`config.mk`:
```
export PLATFORM = sky130hd
export DESIGN_NAME = sram_bist_master
export DESIGN_NICKNAME = d
export VERILOG_FILES = /design/src/rtl/sram_bist_pkg.sv /design/src/rtl/bist_nibble_shifter.sv /design/src/rtl/sram_bist_master.sv
export SDC_FILE = /design/constraint.sdc
export NUM_CORES = 1
export LEC_CHECK = 0
export BUFFER_PORTS_ARGS = -buffer_cell sky130_fd_sc_hd__buf_4
export CAP_MARGIN = 20
export CORE_MARGIN = 10
export CORE_UTILIZATION = 40
export DETAILED_ROUTE_END_ITERATION = 16
export PLACE_DENSITY = 0.68
export SYNTH_ARGS = -nofsm -noshare
export SYNTH_HDL_FRONTEND = slang
export SYNTH_SLANG_ARGS = --single-unit
```
`constraint.sdc`:
```
create_clock -name clk -period 53 [get_ports clk]
set_input_delay 15.9 -clock clk [delete_from_list [all_inputs] [get_ports clk]]
set_output_delay 15.9 -clock clk [all_outputs]
set_load 0.01 [all_outputs]
```
`src/rtl/sram_bist_pkg.sv`:
```
// sram_bist_pkg: shared types and constants for the nibble-serial SRAM BIST bus master.
// Provides the bus width defines (when not already defined elsewhere), the BIST opcodes,
// the master FSM state enum, per-phase nibble/cycle counts and a terminal-count helper.

`ifndef BIST_OP_WIDTH
`define BIST_OP_WIDTH 3
`endif
`ifndef SRAM_WRAPPER_BUS_WIDTH
`define SRAM_WRAPPER_BUS_WIDTH 4
`endif
`ifndef JTAG_DATA_REQ_WIDTH
`define JTAG_DATA_REQ_WIDTH 192
`endif
`ifndef JTAG_DATA_RES_WIDTH
`define JTAG_DATA_RES_WIDTH 256
`endif

package sram_bist_pkg;

    localparam int unsigned OP_W = `BIST_OP_WIDTH;

    // Bus opcodes; all-zero is the idle code every slave treats as "return to IDLE".
    localparam logic [OP_W-1:0] IDLE_CMD              = {`BIST_OP_WIDTH{1'b0}};
    localparam logic [OP_W-1:0] BIST_OP_SHIFT_ID      = OP_W'(1);
    localparam logic [OP_W-1:0] BIST_OP_SHIFT_BSEL    = OP_W'(2);
    localparam logic [OP_W-1:0] BIST_OP_SHIFT_ADDRESS = OP_W'(3);
    localparam logic [OP_W-1:0] BIST_OP_READ          = OP_W'(4);
    localparam logic [OP_W-1:0] BIST_OP_SHIFT_DATA    = OP_W'(5);

    localparam int unsigned ID_NIB   = 2;
    localparam int unsigned BSEL_NIB = 2;
    localparam int unsigned ADDR_NIB = 4;
    localparam int unsigned WR_NIB   = 48;
    localparam int unsigned RD_NIB   = 64;
    localparam int unsigned GAP_CYC  = 2;

    typedef enum logic [3:0] {
        StIdle,
        StShId,
        StShBsel,
        StShAddr,
        StRdCmd,
        StRdWait,
        StRdShift,
        StWrShift,
        StGap,
        StResp
    } state_e;

    // Value of the 6-bit phase counter on the last cycle of an n-cycle phase.
    function automatic logic [5:0] last_cnt(input int unsigned n);
        return 6'(n - 1);
    endfunction

endpackage

```
`src/rtl/bist_nibble_shifter.sv`:
```
// bist_nibble_shifter: 192-bit loadable MSB-first shift-out register (write data) paired
// with a 256-bit shift-in register (read data, first nibble ends up in [255:252]).
// Ports:
//   i_clk, i_rst        clock, asynchronous active-high reset
//   i_load, i_load_data load the shift-out register (priority over i_shift_out)
//   i_shift_out         advance the shift-out register by one nibble
//   o_nib               current top nibble of the shift-out register
//   i_shift_in, i_nib   shift a nibble into the bottom of the shift-in register
//   o_word              shift-in register contents

module bist_nibble_shifter
    import sram_bist_pkg::*;
(
    input  logic                                   i_clk,
    input  logic                                   i_rst,
    input  logic                                   i_load,
    input  logic [`JTAG_DATA_REQ_WIDTH-1:0]        i_load_data,
    input  logic                                   i_shift_out,
    output logic [`SRAM_WRAPPER_BUS_WIDTH-1:0]     o_nib,
    input  logic                                   i_shift_in,
    input  logic [`SRAM_WRAPPER_BUS_WIDTH-1:0]     i_nib,
    output logic [`JTAG_DATA_RES_WIDTH-1:0]        o_word
);

    localparam int unsigned NW = `SRAM_WRAPPER_BUS_WIDTH;
    localparam int unsigned OW = `JTAG_DATA_REQ_WIDTH;
    localparam int unsigned IW = `JTAG_DATA_RES_WIDTH;

    logic [OW-1:0] r_out;
    logic [IW-1:0] r_in;

    always_ff @(posedge i_clk or posedge i_rst) begin
        if (i_rst) begin
            r_out <= '0;
            r_in  <= '0;
        end else begin
            if (i_load) begin
                r_out <= i_load_data;
            end else if (i_shift_out) begin
                r_out <= {r_out[OW-NW-1:0], {NW{1'b0}}};
            end
            if (i_shift_in) begin
                r_in <= {r_in[IW-NW-1:0], i_nib};
            end
        end
    end

    assign o_nib  = r_out[OW-1 -: NW];
    assign o_word = r_in;

endmodule

```
`src/rtl/sram_bist_master.sv`:
```
// sram_bist_master: turns one parallel read/write request into the command/data nibble
// sequence of the SRAM BIST debug bus and returns read data as a 256-bit word.
// Ports:
//   clk, rst                          clock, asynchronous active-high reset
//   req_valid/req_ready               request handshake
//   req_wr, req_sram_id, req_bsel,    request fields, latched on acceptance
//   req_addr, req_wdata
//   rsp_valid/rsp_ready               response handshake (rsp_valid held until accepted)
//   rsp_wr, rsp_rdata                 response: write echo, read data (nibble 0 in [255:252])
//   bist_command, bist_data           broadcast bus outputs (registered)
//   bist_rdata                        read-back nibble from the SRAM wrappers

module sram_bist_master
    import sram_bist_pkg::*;
(
    input  logic                                   clk,
    input  logic                                   rst,
    input  logic                                   req_valid,
    output logic                                   req_ready,
    input  logic                                   req_wr,
    input  logic [7:0]                             req_sram_id,
    input  logic [7:0]                             req_bsel,
    input  logic [15:0]                            req_addr,
    input  logic [`JTAG_DATA_REQ_WIDTH-1:0]        req_wdata,
    output logic                                   rsp_valid,
    input  logic                                   rsp_ready,
    output logic                                   rsp_wr,
    output logic [`JTAG_DATA_RES_WIDTH-1:0]        rsp_rdata,
    output logic [`BIST_OP_WIDTH-1:0]              bist_command,
    output logic [`SRAM_WRAPPER_BUS_WIDTH-1:0]     bist_data,
    input  logic [`SRAM_WRAPPER_BUS_WIDTH-1:0]     bist_rdata
);

    state_e      r_state;
    logic [5:0]  r_cnt;
    logic        r_wr;
    // Header nibbles still to send: id[3:0], bsel, addr (id[7:4] goes out on acceptance).
    logic [31:0] r_hdr;

    logic                                w_accept;
    logic                                w_shift_out;
    logic                                w_shift_in;
    logic [`SRAM_WRAPPER_BUS_WIDTH-1:0]  w_out_nib;

    assign w_accept    = (r_state == StIdle) && req_valid && req_ready;
    // Pop a write nibble on every edge that launches one onto the bus.
    assign w_shift_out = ((r_state == StShAddr) && (r_cnt == last_cnt(ADDR_NIB)) && r_wr) ||
                         ((r_state == StWrShift) && (r_cnt != last_cnt(WR_NIB)));
    assign w_shift_in  = (r_state == StRdShift);

    bist_nibble_shifter u_shifter (
        .i_clk       (clk),
        .i_rst       (rst),
        .i_load      (w_accept),
        .i_load_data (req_wdata),
        .i_shift_out (w_shift_out),
        .o_nib       (w_out_nib),
        .i_shift_in  (w_shift_in),
        .i_nib       (bist_rdata),
        .o_word      (rsp_rdata)
    );

    // Each branch sets the bus value for the following cycle, so outputs stay registered.
    always_ff @(posedge clk or posedge rst) begin
        if (rst) begin
            r_state      <= StIdle;
            r_cnt        <= '0;
            r_wr         <= 1'b0;
            r_hdr        <= '0;
            req_ready    <= 1'b1;
            rsp_valid    <= 1'b0;
            rsp_wr       <= 1'b0;
            bist_command <= IDLE_CMD;
            bist_data    <= '0;
        end else begin
            r_cnt        <= r_cnt + 6'd1;
            bist_command <= IDLE_CMD;
            bist_data    <= '0;
            unique case (r_state)
                StIdle: begin
                    r_cnt <= '0;
                    if (w_accept) begin
                        r_state      <= StShId;
                        r_wr         <= req_wr;
                        r_hdr        <= {req_sram_id[3:0], req_bsel, req_addr, 4'h0};
                        req_ready    <= 1'b0;
                        bist_command <= BIST_OP_SHIFT_ID;
                        bist_data    <= req_sram_id[7:4];
                    end
                end
                StShId: begin
                    bist_command <= BIST_OP_SHIFT_ID;
                    bist_data    <= r_hdr[31:28];
                    r_hdr        <= {r_hdr[27:0], 4'h0};
                    if (r_cnt == last_cnt(ID_NIB)) begin
                        r_state      <= StShBsel;
                        r_cnt        <= '0;
                        bist_command <= BIST_OP_SHIFT_BSEL;
                    end
                end
                StShBsel: begin
                    bist_command <= BIST_OP_SHIFT_BSEL;
                    bist_data    <= r_hdr[31:28];
                    r_hdr        <= {r_hdr[27:0], 4'h0};
                    if (r_cnt == last_cnt(BSEL_NIB)) begin
                        r_state      <= StShAddr;
                        r_cnt        <= '0;
                        bist_command <= BIST_OP_SHIFT_ADDRESS;
                    end
                end
                StShAddr: begin
                    if (r_cnt == last_cnt(ADDR_NIB)) begin
                        r_cnt <= '0;
                        if (r_wr) begin
                            r_state      <= StWrShift;
                            bist_command <= BIST_OP_SHIFT_DATA;
                            bist_data    <= w_out_nib;
                        end else begin
                            r_state      <= StRdCmd;
                            bist_command <= BIST_OP_READ;
                        end
                    end else begin
                        bist_command <= BIST_OP_SHIFT_ADDRESS;
                        bist_data    <= r_hdr[31:28];
                        r_hdr        <= {r_hdr[27:0], 4'h0};
                    end
                end
                StRdCmd: begin
                    r_state <= StRdWait;
                    r_cnt   <= '0;
                end
                StRdWait: begin
                    r_state      <= StRdShift;
                    r_cnt        <= '0;
                    bist_command <= BIST_OP_SHIFT_DATA;
                end
                StRdShift: begin
                    if (r_cnt == last_cnt(RD_NIB)) begin
                        r_state   <= StResp;
                        r_cnt     <= '0;
                        rsp_valid <= 1'b1;
                        rsp_wr    <= r_wr;
                    end else begin
                        bist_command <= BIST_OP_SHIFT_DATA;
                    end
                end
                StWrShift: begin
                    if (r_cnt == last_cnt(WR_NIB)) begin
                        r_state <= StGap;
                        r_cnt   <= '0;
                    end else begin
                        bist_command <= BIST_OP_SHIFT_DATA;
                        bist_data    <= w_out_nib;
                    end
                end
                StGap: begin
                    if (r_cnt == last_cnt(GAP_CYC)) begin
                        r_state   <= StResp;
                        r_cnt     <= '0;
                        rsp_valid <= 1'b1;
                        rsp_wr    <= r_wr;
                    end
                end
                StResp: begin
                    r_cnt <= '0;
                    if (rsp_ready) begin
                        r_state   <= StIdle;
                        rsp_valid <= 1'b0;
                        req_ready <= 1'b1;
                    end
                end
                default: begin
                    r_state <= StIdle;
                    r_cnt   <= '0;
                end
            endcase
        end
    end

endmodule

```
==> summary.txt <==
Synth
  – Sequential area share after synthesis: 61.00%
  – Largest family of logic cells by synthesized area: multiplexers
  – Cell area after synthesis: 0.02039 sq mm
  – Top post-synthesis cells by area: dfrtp_1 (61%), mux2_2 (14%), a221o_1 (9.0%), and3_1 (5.7%), buf_6 (1.4%)
  – Net Count, Synth: 1744
  – Yosys top cell area share: ~61%
  – Synth Area in XOR/XNOR: 0.2577%
  – Synth area leader: dfrtp_1
  – Yosys reg bits: around 500
  – Post-synthesis mux area share: 14.19%
  – Synth Area in Compound Gates: 11.65%
  – Post-Synth Adder-Cell Area: less than 1%
  – Syn_area_per_cell: 13.51 sq um
  – Synthesis Warnings: 0
  – Distinct cell type count after synthesis: 45
  – Synth Instances: 1509
  – Simple-Gate Fraction of Synth Area: 8.983%

STA
  – Final Hold Vio Count: 0
  – Endpoints failing setup: 0
  – Crit share post-route: 33.49%
  – Setup Skew: 0.02390 ns
  – RSZ-0062 raised after global routing: no
  – Pins Over Slew Limit: 0
  – Slew @ Worst Pin: 1.116 ns
  – Headroom to the max-slew limit: approximately a quarter
  – Min Tclk post-route: about 18 ns
  – Setup TNS: 0 ns
  – Max Freq: 0.05635 GHz

Drt
  – TritonRoute pass-1 iters: 5
  – Initial drt markers: 1082
  – Drt total wl: 57840 um
  – Drt drc: 0
  – Antenna-violating nets left: 0
  – Avg WL per Cell: 21.67 um
  – DR vias: 14390
  – Vias per cell: 5.393

Floorplanning
  – Die ar.: 0.06041 sq mm
  – Die span in y: 245.8 um
  – Starting Density: 40.56%
  – I/O pins: around 500
  – Core area: 0.05027 sq mm
  – Die W: 245.8 um
  – FP Rows: 82

Placed design
  – Detail Placement HPWL: 39160 um
  – IO Port Bufs: 498
  – Gpl congestion: 0.8206
  – Area after DPL: 0.02441 sq mm

Clocking
  – Maximum buffer depth of the clock tree: 3
  – H-tree levels: 2
  – Post-CTS Hold Buffers: 0
  – Clock Pin Slew Worst Setup and Hold Paths: around 0.060 ns
  – CTS Buf Count: 52
  – CTS sink cnt: 497
  – Post-CTS Setup Inserts: 0
  – Post-CTS resize count: 0
  – Worst skew pair latency: 0.59 ns
  – CTS tree: built
  – Root Driver: clkbuf_16

Pwr
  – Max VDD drop: 0.03126 mV
  – Pwr/cell area: 48.66 mW/mm^2
  – Leakage: 13.82 nW

Setup path
  – Nature of the critical path endpoint: async pin
  – Worst setup SP type: input port
  – Worst path arrival time: 18.30 ns
  – Crit Path Max Fanout: 161
  – Worst EP required: ~54 ns
  – WS Path Type: in2async

Global routing
  – Number of global-route vias before repair: ~14000
  – Initial antenna violation count: 4
  – Largest net degree at the start of global routing: around 160
  – All-Layer GR Usage: 18.22%
  – Grt total ovfl: 0
  – First-pass GRT wire length: 87890 um

Final layout
  – Layout area overhead: 29.19%
  – Nets: 2185
  – Design Area, Final: ~0.026 sq mm
  – Share of cells above drive strength 1: between 40% and 50%

Run status
  – Outcome: completed

Min path
  – HP Class: reg2reg

Run
  – Number of max-cap violations: 0
-- Yosys cell counts, drive strengths merged --
cell type  count
a211o          1
a211oi         2
a21oi         23
a221o        184
a311o          2
a311oi         2
a31oi         27
a32oi          5
a41oi          1
and2           1
and3         187
and4           2
buf           73
clkbuf        60
clkinv         1
dfrtp        496
dfstp          1
ha             2
inv            8
mux2         257
nand2         69
nand2b         1
nand3         14
nand3b         1
nand4          6
nor2          48
nor2b          2
nor3           1
nor4           2
o211a          1
o21a           2
o21ai         17
o22a           1
o31ai          1
or2            1
or3b           1
xnor2          3
xor2           3
-- power breakdown --
group	switching [W]	internal (W)
logic	0.000202	0.000185
registers	0.0000568	0.000464
clock network	0.000152	0.000222
total	0.000411	0.000871
-- area by class of cell --
cell class	count	area, sq um
diodes	4	10.01
clock buffers	79	1625
clock inverters	18	175.2
fillers	4318	23930
inverters	9	41.29
multi-input cells	870	7206
flip-flops and latches	497	12440
well taps	672	840.8
repair buffers	520	4009
-- registers in the layout, summed over array words and instances (netlist names) --
register	count
bist_command	3
r_hdr	28
bist_data	4
rsp_wr	1
r_wr	1
u_shifter.r_out	192
r_state	4
r_cnt	6
rsp_valid	1
req_ready	1
u_shifter.o_word	256
-- cells by family after synthesis --
group | count (synthesis)
compound gates | 269
mux | 257
xor+xnor | 6
flops | 497
fa+ha+maj | 2
buf+inv | 142
simple gates | 336
-- path summary, 6_finish.rpt --
| check | to | cells after the start | slack [ns] | start |
|---|---|---|---|---|
| worst max-delay path | rsp_wr | 4 | 35.25 | rst |
| worst min-delay path | bist_data[1] | 2 | 0.48 | u_shifter.r_out[189] |
| worst max register to register | u_shifter.o_word[64] | 5 | 48.97 | r_state[1] |
| worst min register to register | bist_data[1] | 2 | 0.48 | u_shifter.r_out[189] |
| max in group clk | u_shifter.r_out[191] | 7 | 35.53 | req_valid |
| min in group asynchronous | u_shifter.o_word[216] | 2 | 15.49 | rst |
-- metrics by stage --
stage	util [%]	hold slack (ns)	setup slack, ns	cells	power [W]
2_1_floorplan	-	0.4386	23.23	1509	0.0008070
3_5_place_dp	48.56	0.4783	34.42	2563	0.0009059
4_1_cts	52.14	0.4913	35.05	2660	0.001289
6_report	52.40	0.4827	35.25	2669	0.001282
3_3_place_gp	48.53	0.4793	34.54	2562	0.0008966
5_1_grt	52.40	0.5146	34.89	2668	0.001354
-- layout by cell type (no fill, tap or decap), types with 14 or more instances in the layout --
cell type and n:
nor2_1 46, and3_1 187, a31oi_1 27, buf_4 513, a221o_1 184, nand3_1 14, a21oi_1 23, clkbuf_8 18
dfrtp_1 496, mux2_2 257, nand2_1 69, clkbuf_16 54, o21ai_0 15
-- critical path: stages --
cell	delay [ns]
buf_4	0.13
inv_8	0.56
buf_4	0.81
buf_12	0.62
-- layer usage --
| layer | global-route usage [%] | share of wire, % | wire length (um) |
|---|---|---|---|
| met5 | 0 | 0.019 | 11 |
| met4 | 6.408 | 2.4 | 1408 |
| met3 | 4.355 | 6.5 | 3749 |
| met2 | 29.72 | 50 | 28730 |
| met1 | 23.32 | 41 | 23940 |
Note: power is estimated with default switching activity, not from simulation.
